--- config.mk ---
export PLATFORM = sky130hd
export DESIGN_NAME = ex_muldiv_ctrl
export DESIGN_NICKNAME = d
export VERILOG_FILES = /design/src/rtl/ex_muldiv_ctrl.sv
export SDC_FILE = /design/constraint.sdc
export NUM_CORES = 1
export LEC_CHECK = 0
export BUFFER_PORTS_ARGS = -buffer_cell sky130_fd_sc_hd__buf_4
export CAP_MARGIN = 20
export CORE_UTILIZATION = 54
export CTS_CLUSTER_DIAMETER = 100
export CTS_CLUSTER_SIZE = 8
export DETAILED_ROUTE_END_ITERATION = 6
export PLACE_DENSITY = 0.75
export SYNTH_ARGS = -nofsm -noshare
export SYNTH_HDL_FRONTEND = slang
export SYNTH_SLANG_ARGS = --single-unit
export TNS_END_PERCENT = 30
--- constraint.sdc ---
create_clock -name clock -period 3.08 [get_ports clock]
set_input_delay 0.462 -clock clock [delete_from_list [all_inputs] [get_ports clock]]
set_output_delay 0.462 -clock clock [all_outputs]
set_load 0.01 [all_outputs]
--- src/rtl/ex_muldiv_ctrl.sv ---
// ---------------------------------------------------------------------------
// ex_muldiv_ctrl
//   Multi-cycle multiply/divide sequencer that sits beside the EX-stage ALU.
//   Accepts MULT/MULTU/DIV/DIVU, iterates one bit per cycle on operand
//   magnitudes (shift-add multiply, restoring divide), applies sign
//   correction in a FIXUP cycle and commits the 64-bit result to HI/LO.
//
//   Ports
//     clock   : system clock, all state changes on the rising edge
//     reset   : synchronous, active-high reset (dominates flush and start)
//     start   : issue request (op/srcA/srcB valid)
//     op      : 00 MULT, 01 MULTU, 10 DIV, 11 DIVU
//     srcA    : multiplicand / dividend
//     srcB    : multiplier / divisor
//     flush   : abort an op that is still iterating
//     rdHiLo  : MFHI/MFLO present in ID/EX this cycle
//     busy    : op in flight, including the cycle in which done is high
//     stall   : pipeline hold request (combinational)
//     done    : one-cycle pulse in the cycle HI/LO first show a new result
//     hi, lo  : HI (remainder / upper product), LO (quotient / lower product)
//
//   Build option
//     MULDIV_EARLY_OUT_EN : when defined, multiplies leave the iteration
//     phase as soon as the remaining multiplier magnitude bits are all zero.
// ---------------------------------------------------------------------------
module ex_muldiv_ctrl #(
    parameter int WIDTH = 32,
    parameter int CNT_W = 5
) (
    input  logic             clock,
    input  logic             reset,
    input  logic             start,
    input  logic [1:0]       op,
    input  logic [WIDTH-1:0] srcA,
    input  logic [WIDTH-1:0] srcB,
    input  logic             flush,
    input  logic             rdHiLo,
    output logic             busy,
    output logic             stall,
    output logic             done,
    output logic [WIDTH-1:0] hi,
    output logic [WIDTH-1:0] lo
);

    typedef enum logic [1:0] {
        S_IDLE  = 2'd0,
        S_RUN   = 2'd1,
        S_FIXUP = 2'd2
    } state_t;

    localparam logic [1:0]         OP_MULT  = 2'b00;
    localparam logic [1:0]         OP_DIV   = 2'b10;
    localparam logic [WIDTH-1:0]   ZERO_W   = {WIDTH{1'b0}};
    localparam logic [2*WIDTH-1:0] ZERO_2W  = {(2*WIDTH){1'b0}};
    localparam logic [CNT_W-1:0]   CNT_ZERO = {CNT_W{1'b0}};
    localparam logic [CNT_W-1:0]   CNT_ONE  = {{(CNT_W-1){1'b0}}, 1'b1};
    localparam logic [CNT_W-1:0]   CNT_LAST = {CNT_W{1'b1}};

    // Two's-complement negate of a WIDTH-bit value when neg is set.
    function automatic logic [WIDTH-1:0] cond_neg_w(input logic [WIDTH-1:0] v,
                                                    input logic neg);
        return neg ? (~v + {{(WIDTH-1){1'b0}}, 1'b1}) : v;
    endfunction

    // Two's-complement negate of a 2*WIDTH-bit value when neg is set.
    function automatic logic [2*WIDTH-1:0] cond_neg_2w(input logic [2*WIDTH-1:0] v,
                                                       input logic neg);
        return neg ? (~v + {{(2*WIDTH-1){1'b0}}, 1'b1}) : v;
    endfunction

    state_t             state_q,  state_d;
    logic [CNT_W-1:0]   cnt_q,    cnt_d;
    logic [1:0]         op_q,     op_d;
    logic               sign_a_q, sign_a_d;
    logic               sign_b_q, sign_b_d;
    logic [WIDTH-1:0]   a_raw_q,  a_raw_d;   // unmodified dividend for divide-by-zero
    logic [2*WIDTH-1:0] acc_q,    acc_d;     // mult: product; div: {remainder, dividend/quotient}
    logic [2*WIDTH-1:0] mcand_q,  mcand_d;   // mult: multiplicand shifted left each iteration
    logic [WIDTH-1:0]   b_q,      b_d;       // mult: multiplier shifted right; div: divisor
    logic [WIDTH-1:0]   hi_q,     hi_d;
    logic [WIDTH-1:0]   lo_q,     lo_d;
    logic               done_q,   done_d;
    logic               busy_q,   busy_d;

    logic               is_signed_s;
    logic [WIDTH-1:0]   a_mag_s;
    logic [WIDTH-1:0]   b_mag_s;
    logic [WIDTH:0]     rem_sh_s;
    logic [WIDTH:0]     diff_s;
    logic [2*WIDTH-1:0] prod_fix_s;
    logic [WIDTH-1:0]   quo_fix_s;
    logic [WIDTH-1:0]   rem_fix_s;

    // Operand magnitudes, one divide trial step and the sign-corrected results.
    always_comb begin
        is_signed_s = ~op[0];
        a_mag_s     = cond_neg_w(srcA, is_signed_s & srcA[WIDTH-1]);
        b_mag_s     = cond_neg_w(srcB, is_signed_s & srcB[WIDTH-1]);
        // Partial remainder shifted left by one with the next dividend bit;
        // the MSB of the difference is the borrow (trial failed).
        rem_sh_s    = acc_q[2*WIDTH-1:WIDTH-1];
        diff_s      = rem_sh_s - {1'b0, b_q};
        prod_fix_s  = cond_neg_2w(acc_q, (op_q == OP_MULT) & (sign_a_q ^ sign_b_q));
        quo_fix_s   = cond_neg_w(acc_q[WIDTH-1:0], (op_q == OP_DIV) & (sign_a_q ^ sign_b_q));
        rem_fix_s   = cond_neg_w(acc_q[2*WIDTH-1:WIDTH], (op_q == OP_DIV) & sign_a_q);
    end

    // Next-state and datapath update for the IDLE / RUN / FIXUP sequencer.
    always_comb begin
        state_d  = state_q;
        cnt_d    = cnt_q;
        op_d     = op_q;
        sign_a_d = sign_a_q;
        sign_b_d = sign_b_q;
        a_raw_d  = a_raw_q;
        acc_d    = acc_q;
        mcand_d  = mcand_q;
        b_d      = b_q;
        hi_d     = hi_q;
        lo_d     = lo_q;
        done_d   = 1'b0;

        case (state_q)
            S_IDLE: begin
                if (start && !flush) begin
                    state_d  = S_RUN;
                    cnt_d    = CNT_ZERO;
                    op_d     = op;
                    sign_a_d = is_signed_s & srcA[WIDTH-1];
                    sign_b_d = is_signed_s & srcB[WIDTH-1];
                    a_raw_d  = srcA;
                    b_d      = b_mag_s;
                    if (op[1] == 1'b0) begin
                        acc_d   = ZERO_2W;
                        mcand_d = {ZERO_W, a_mag_s};
                    end else begin
                        acc_d   = {ZERO_W, a_mag_s};
                        mcand_d = ZERO_2W;
                    end
                end else begin
                    state_d = S_IDLE;
                end
            end

            S_RUN: begin
                if (flush) begin
                    state_d = S_IDLE;
                end else begin
                    cnt_d = cnt_q + CNT_ONE;
                    if (op_q[1] == 1'b0) begin
                        if (b_q[0]) begin
                            acc_d = acc_q + mcand_q;
                        end else begin
                            acc_d = acc_q;
                        end
                        mcand_d = {mcand_q[2*WIDTH-2:0], 1'b0};
                        b_d     = {1'b0, b_q[WIDTH-1:1]};
                    end else begin
                        if (!diff_s[WIDTH]) begin
                            acc_d = {diff_s[WIDTH-1:0], acc_q[WIDTH-2:0], 1'b1};
                        end else begin
                            acc_d = {acc_q[2*WIDTH-2:0], 1'b0};
                        end
                    end
                    if (cnt_q == CNT_LAST) begin
                        state_d = S_FIXUP;
                    end else begin
                        state_d = S_RUN;
                    end
`ifdef MULDIV_EARLY_OUT_EN
                    // Bits still to be consumed after this iteration are all zero.
                    if ((op_q[1] == 1'b0) && (b_q[WIDTH-1:1] == {(WIDTH-1){1'b0}})) begin
                        state_d = S_FIXUP;
                    end else begin
                        state_d = state_d;
                    end
`else
                    state_d = state_d;
`endif
                end
            end

            S_FIXUP: begin
                // flush is deliberately ignored here: the result always commits.
                state_d = S_IDLE;
                done_d  = 1'b1;
                if (op_q[1] == 1'b0) begin
                    hi_d = prod_fix_s[2*WIDTH-1:WIDTH];
                    lo_d = prod_fix_s[WIDTH-1:0];
                end else if (b_q == ZERO_W) begin
                    hi_d = a_raw_q;
                    lo_d = {WIDTH{1'b1}};
                end else begin
                    hi_d = rem_fix_s;
                    lo_d = quo_fix_s;
                end
            end

            default: begin
                state_d = S_IDLE;
            end
        endcase

        // busy covers the whole op including the cycle done is high.
        busy_d = (state_d != S_IDLE) | done_d;
    end

    // State and datapath registers with synchronous reset.
    always_ff @(posedge clock) begin
        if (reset) begin
            state_q  <= S_IDLE;
            cnt_q    <= CNT_ZERO;
            op_q     <= 2'b00;
            sign_a_q <= 1'b0;
            sign_b_q <= 1'b0;
            a_raw_q  <= ZERO_W;
            acc_q    <= ZERO_2W;
            mcand_q  <= ZERO_2W;
            b_q      <= ZERO_W;
            hi_q     <= ZERO_W;
            lo_q     <= ZERO_W;
            done_q   <= 1'b0;
            busy_q   <= 1'b0;
        end else begin
            state_q  <= state_d;
            cnt_q    <= cnt_d;
            op_q     <= op_d;
            sign_a_q <= sign_a_d;
            sign_b_q <= sign_b_d;
            a_raw_q  <= a_raw_d;
            acc_q    <= acc_d;
            mcand_q  <= mcand_d;
            b_q      <= b_d;
            hi_q     <= hi_d;
            lo_q     <= lo_d;
            done_q   <= done_d;
            busy_q   <= busy_d;
        end
    end

    // The done cycle is already IDLE, so a new op or an MFHI/MFLO there
    // proceeds without a stall and sees the freshly written HI/LO.
    assign stall = (state_q != S_IDLE) & (start | rdHiLo);
    assign busy  = busy_q;
    assign done  = done_q;
    assign hi    = hi_q;
    assign lo    = lo_q;

endmodule
# ---- Word-level counts from Yosys, hierarchy flattened
# Cells that the tools add are included.
dict set report totals {
  ff_bits 269
}
dict set report classes {
  n_addsub 8
  bitwise_logic 15
  reduce_logical 12
  muxes 33
  eq_ne 8
}
# operator count
set ops {}
lappend ops {{$mux W64} 9}
lappend ops {{$mux W32} 13}
lappend ops {{$pmux W64 S2} 2}
lappend ops {{$add A32 B1 Y32 const B} 4}
lappend ops {{$not A32 Y32} 4}
lappend ops {{$add A64 B1 Y64 const B} 1}
lappend ops {{$add A64 B64 Y64} 1}
lappend ops {{$not A64 Y64} 1}
lappend ops {{$pmux W32 S2} 1}
lappend ops {{$sub A33 B32 Y33} 1}
lappend ops {{$logic_not A32 Y1} 1}
lappend ops {{$mux W5} 2}
lappend ops {{$pmux W5 S2} 1}
lappend ops {{$reduce_and A4 Y1} 2}
lappend ops {{$and A1 B1 Y1} 6}
lappend ops {{$ne A2 B2 Y1 const B} 3}
lappend ops {{$reduce_bool A2 Y1} 3}
lappend ops {{$add A5 B1 Y5 const B} 1}
lappend ops {{$eq A5 B5 Y1 const B} 1}
lappend ops {{$eq A2 B2 Y1 const B} 2}
lappend ops {{$logic_not A2 Y1} 2}
lappend ops {{$mux W2} 2}
lappend ops {{$pmux W2 S2} 1}
lappend ops {{$ne A3 B3 Y1 const B} 1}
lappend ops {{9 further kinds} 11}

# ---- Depth between registers and ports, before layout
dict set report logic_depth {
  ltp_word 6
  depth_mapped 15
  mapped_depth_nobuf 13
}

# ---- Worst setup path after synthesis
# No wires, ideal clock.
dict set report synth_timing {
  kind {reg2reg}
  startpoint {register acc_q[31]}
  endpoint {register acc_q[38]}
  setup_time_ps 128
  arrival_ps 3140
  path_slack_ps -188
  n_path_buf 1
  path_stages_with_launch 15
  cell_sequence {dfxtp_1 inv_1 ha_1 fa_1 nand2b_1 a21o_1 a21oi_2 o31a_2 a21oi_2 o31ai_4 xor2_2 buf_6 mux2_4 a222oi_1 nor2_1}
}
dict set report synth_between {
  elab_chain_cells 5
  elab_cells_between_ends 7
}
# element line
set synth_rtl {}
lappend synth_rtl {{start: declaration} 77} ;# logic [2*WIDTH-1:0] acc_q, acc_d;
lappend synth_rtl {{start signal: assignment} 217} ;# acc_q <= ZERO_2W;
lappend synth_rtl {{start signal: assignment} 231} ;# acc_q <= acc_d;
lappend synth_rtl {{$add A64 B64 Y64 / $sub A33 B32 Y33 (equally long branches)} {152, 102}}
lappend synth_rtl {{$mux W64 (on tied branches)} {151, 159}}
lappend synth_rtl {{$mux W64 *} 150} ;# if (op_q[1] == 1'b0) begin
lappend synth_rtl {{$mux W64 *} 146} ;# if (flush) begin
lappend synth_rtl {{$pmux W64 S2 *} 123} ;# case (state_q)
# Mark *: on every way between the ends. The rest lies on a longest branch, timed or not. The select of a mux whose other input is x is not followed.
# A chain may end at the register's enable or synchronous reset.

# ---- Worst setup path in the final report
dict set report layout_timing {
  startpoint {register acc_q[31]}
  endpoint {register acc_q[50]}
}
# The elaborated chain is that of the path after synthesis.

==> impl_metrics.csv <==
group,metric,value,unit
drt,wire_per_inst,21.4,um
global_routing,grt_pass1_wl,120000,um
synthesis,synth_cell_type_count,89,
timing,tns,-1.15,ns
clock_network,root_buffer,"clkbuf_16",
power,pwr_density_cell,392,nW/um2
timing,timing.hold.ws,0.132,ns
drt,drc,1,
critical_path,worst_ep_arrival_time,3.68,ns
min_path,hold_depth,2,
final_layout,final_common_cell,"buf_4",
timing,drv_slew,0,
clock_network,clk_pin_slew,0.05,ns
final_layout,antennaDiodeCount,0,
clock_network,htree_levels,2,
die,std_cell_rows,70,
timing,hold_viol_final,0,
timing,tightest_slew,1.02,ns
clock_network,clk_latency,0.58,ns
critical_path,critPathLaunchType,"flop",
critical_path,worst_setup_path_end_kind,"flop",
synthesis,synth-seq-cells,269,
global_routing,grt_max_degree,140,
critical_path,path_cells,"inv_2 > ha_4 > fa_2 > nand2b_4 > a21o_1 > a21oi_2 > o31a_2 > a21oi_4 > o31ai_4 > xor2_4 > buf_4 > buf_4 > mux2_2 > a222oi_1 > nor2_1",
place,hpwl,59000,um
synthesis,synth-async-reset-ratio,0,%
critical_path,crit_slowest_cell,"dfxtp_2",
timing,period_needed,3.26,ns
global_routing,antenna_found_initial,0,
clock_network,clk_path_buf_depth,3,
drt,postRouteAntennaNets,0,
critical_path,reg2reg_slack,-0.18,ns
global_routing,grt_usage,39.6,%
power,ir_worst_vdd,0.000401,V
critical_path,r2r_cells,15,
clock_network,cts_tree,"built",
final_layout,nets,3320,
clock_network,cts_buffers,39,
run_status,status,"finished with violations",
critical_path,slowest_delay,0.33,ns
synthesis,syn_avg_cell_area,7.33,um2
min_path,hold_end,"state_q[1]$_SDFF_PP0_",
min_path,min-delay-start,"flush",
die,die_w,196,um
die,start_util,55.2,%
drt,via_per_inst,6.25,
timing,fin_crit_sh,106,%
timing,rsz0062_at_grt,"true",
final_layout,fin_util,69.9,%
final_layout,layout-drive-gt1-share,22.3,%
place,gp_congestion,0.964,
timing,setup_viol,17,
final_layout,layout_common_cells,"buf_4 (515), nor2_1 (312), nand2_1 (301), a21oi_1 (301), dfxtp_1 (258)",
drt,finalWirelength,78100,um
drt,dr_total_vias,22844,
flow_run,cap_violations,0,
die,die_area,38500,um2
synthesis,netlist_instances,2777,
final_layout,syn_to_final_growth,26.5,%
clock_network,cts_sinks,269,
critical_path,path_buf_inv,3,
global_routing,grt-ovfl-total,0,
die,num_io_pins,138,
global_routing,grt_pass1_vias,21585,
drt,drtPass1Iterations,7,
die,die-height,196,um
synthesis,synth_area,20400,um2
synthesis,syn_nets,2951,
critical_path,crit_type,"reg2reg",
timing,relSlewSlack,31.8,%
drt,drt_iter0_drc,2148,
synthesis,ys_seq_area_share,26.4,%
min_path,worstHoldPathType,"in2reg",
critical_path,cp_common_cell,"buf_4",
timing,fmax,307,MHz
critical_path,timing.rr.start,"acc_q[31]$_SDFFE_PP0P_",
synthesis,synth_edf_count,0,
critical_path,crit_family,"compound AO/OA/AOI/OAI gates",
timing,finClkSkew,0.0250,ns
synthesis,synth_warnings,0,
critical_path,critPathRequiredTime,3.50,ns
clock_network,postCtsHoldBufs,0,
die,coreArea,36900,um2
place,port_buffers,137,
power,p_leak,10.7,nW
run_status,violations,"design-rule violations, negative setup slack",
critical_path,crit_fanout,3,
synthesis,synthFlopType,"dfxtp_1",
critical_path,rr_endpoint,"acc_q[50]$_SDFFE_PP0P_",
timing,fin_ws,-0.183,ns
## through the flow
stage / total power [mW] / std cells / setup WS [ns] / cell area (um2)
after floorplan: 5.06 / 2777 / -0.00793 / 20400
after global placement: 6.01 / 3599 / -0.0379 / 24300
after detailed placement: 6.05 / 3599 / -0.0849 / 24300
after CTS: 10.0 / 3650 / -0.101 / 25500
after global routing: 10.4 / 3654 / -0.244 / 25800
final: 10.1 / 3654 / -0.183 / 25800
## layout make-up
type	count	area [um2]
Inverter	69	259
Fill cell	3128	11100
Sequential cell	269	5400
Tap cell	504	631
Clock buffer	42	997
Timing Repair Buffer	531	4130
Multi-Input combinational cell	2236	14300
Clock inverter	3	55.1
## metal layers
layer / GRT usage, % / vias to the layer above / wire length, um / share of wire, %
met5: 0 / - / 0 / 0
met1: 51.3 / 10716 / 32300 / 41
met4: 19.8 / 0 / 4220 / 5.4
li1: - / 10759 / - / -
met3: 8.37 / 228 / 7720 / 9.9
met2: 62.4 / 1141 / 33800 / 43
## where the power goes
group | switching [mW] | internal (mW) | total (mW)
Clock | 1.69 | 2.28 | 3.97
Sequential | 0.0893 | 3.60 | 3.69
Combinational | 1.42 | 1.02 | 2.44
Total | 3.20 | 6.90 | 10.1
## cell families (layout without fill, tap and decap cells)
logic type,Yosys count,count (layout),synth area share [%]
fa+ha+maj,103,103,6.40
simple gates,962,962,22.0
mux,35,35,1.78
xor+xnor,220,220,9.50
compound gates,916,916,28.6
buf+inv,272,645,5.25
flops,269,269,26.4
## cell usage after synthesis, types with 14 or more instances
master / count / area (um2)
and3_1: 19 / 119
ha_1: 101 / 1260
a21o_1: 44 / 330
xnor2_1: 123 / 1080
a31oi_1: 25 / 156
inv_1: 68 / 255
or3_1: 29 / 181
o211ai_1: 68 / 510
nor4_1: 25 / 156
dfxtp_1: 269 / 5390
o21ai_0: 181 / 906
xor2_1: 96 / 841
nand2_1: 303 / 1140
clkbuf_1: 175 / 657
o21ai_1: 14 / 70.1
a311oi_1: 14 / 123
nand4_1: 34 / 213
nand3_1: 66 / 330
mux2i_1: 28 / 280
a211oi_1: 91 / 683
nor3_1: 61 / 305
nor2b_1: 16 / 100
a22oi_1: 20 / 150
o21a_1: 14 / 105
nand2b_1: 22 / 138
nor2_1: 315 / 1180
a21oi_1: 310 / 1550
a221oi_1: 17 / 149
## worst max path at each step
stage                                       from                endpoint  depth (start not counted)
after floorplan           acc_q[32]$_SDFFE_PP0P_  acc_q[38]$_SDFFE_PP0P_                         13
after global placement    acc_q[31]$_SDFFE_PP0P_   acc_q[0]$_SDFFE_PP0P_                         15
after detailed placement  acc_q[31]$_SDFFE_PP0P_  acc_q[60]$_SDFFE_PP0P_                         15
after CTS                 acc_q[31]$_SDFFE_PP0P_   acc_q[0]$_SDFFE_PP0P_                         16
after global routing      acc_q[31]$_SDFFE_PP0P_  acc_q[50]$_SDFFE_PP0P_                         15
final                     acc_q[31]$_SDFFE_PP0P_  acc_q[50]$_SDFFE_PP0P_                         15
## flip-flops by register name (all words and copies together), names as in the netlist, 2 cells and up
| name | cells |
|---|---|
| a_raw_q | 32 |
| acc_q | 64 |
| b_q | 32 |
| cnt_q | 5 |
| hi | 32 |
| lo | 32 |
| mcand_q | 64 |
| op_q | 2 |
| state_q | 2 |
## what timing repair did
| item | in CTS | in global routing |
|---|---|---|
| cloned | 1 | 0 |
| pin swaps | 5 | 17 |
| endpoints found under the setup margin | 23 | 62 |
| resized for setup | 20 | 81 |
| setup buffers | 5 | 4 |
No activity file was read; power rests on OpenSTA's default activity.
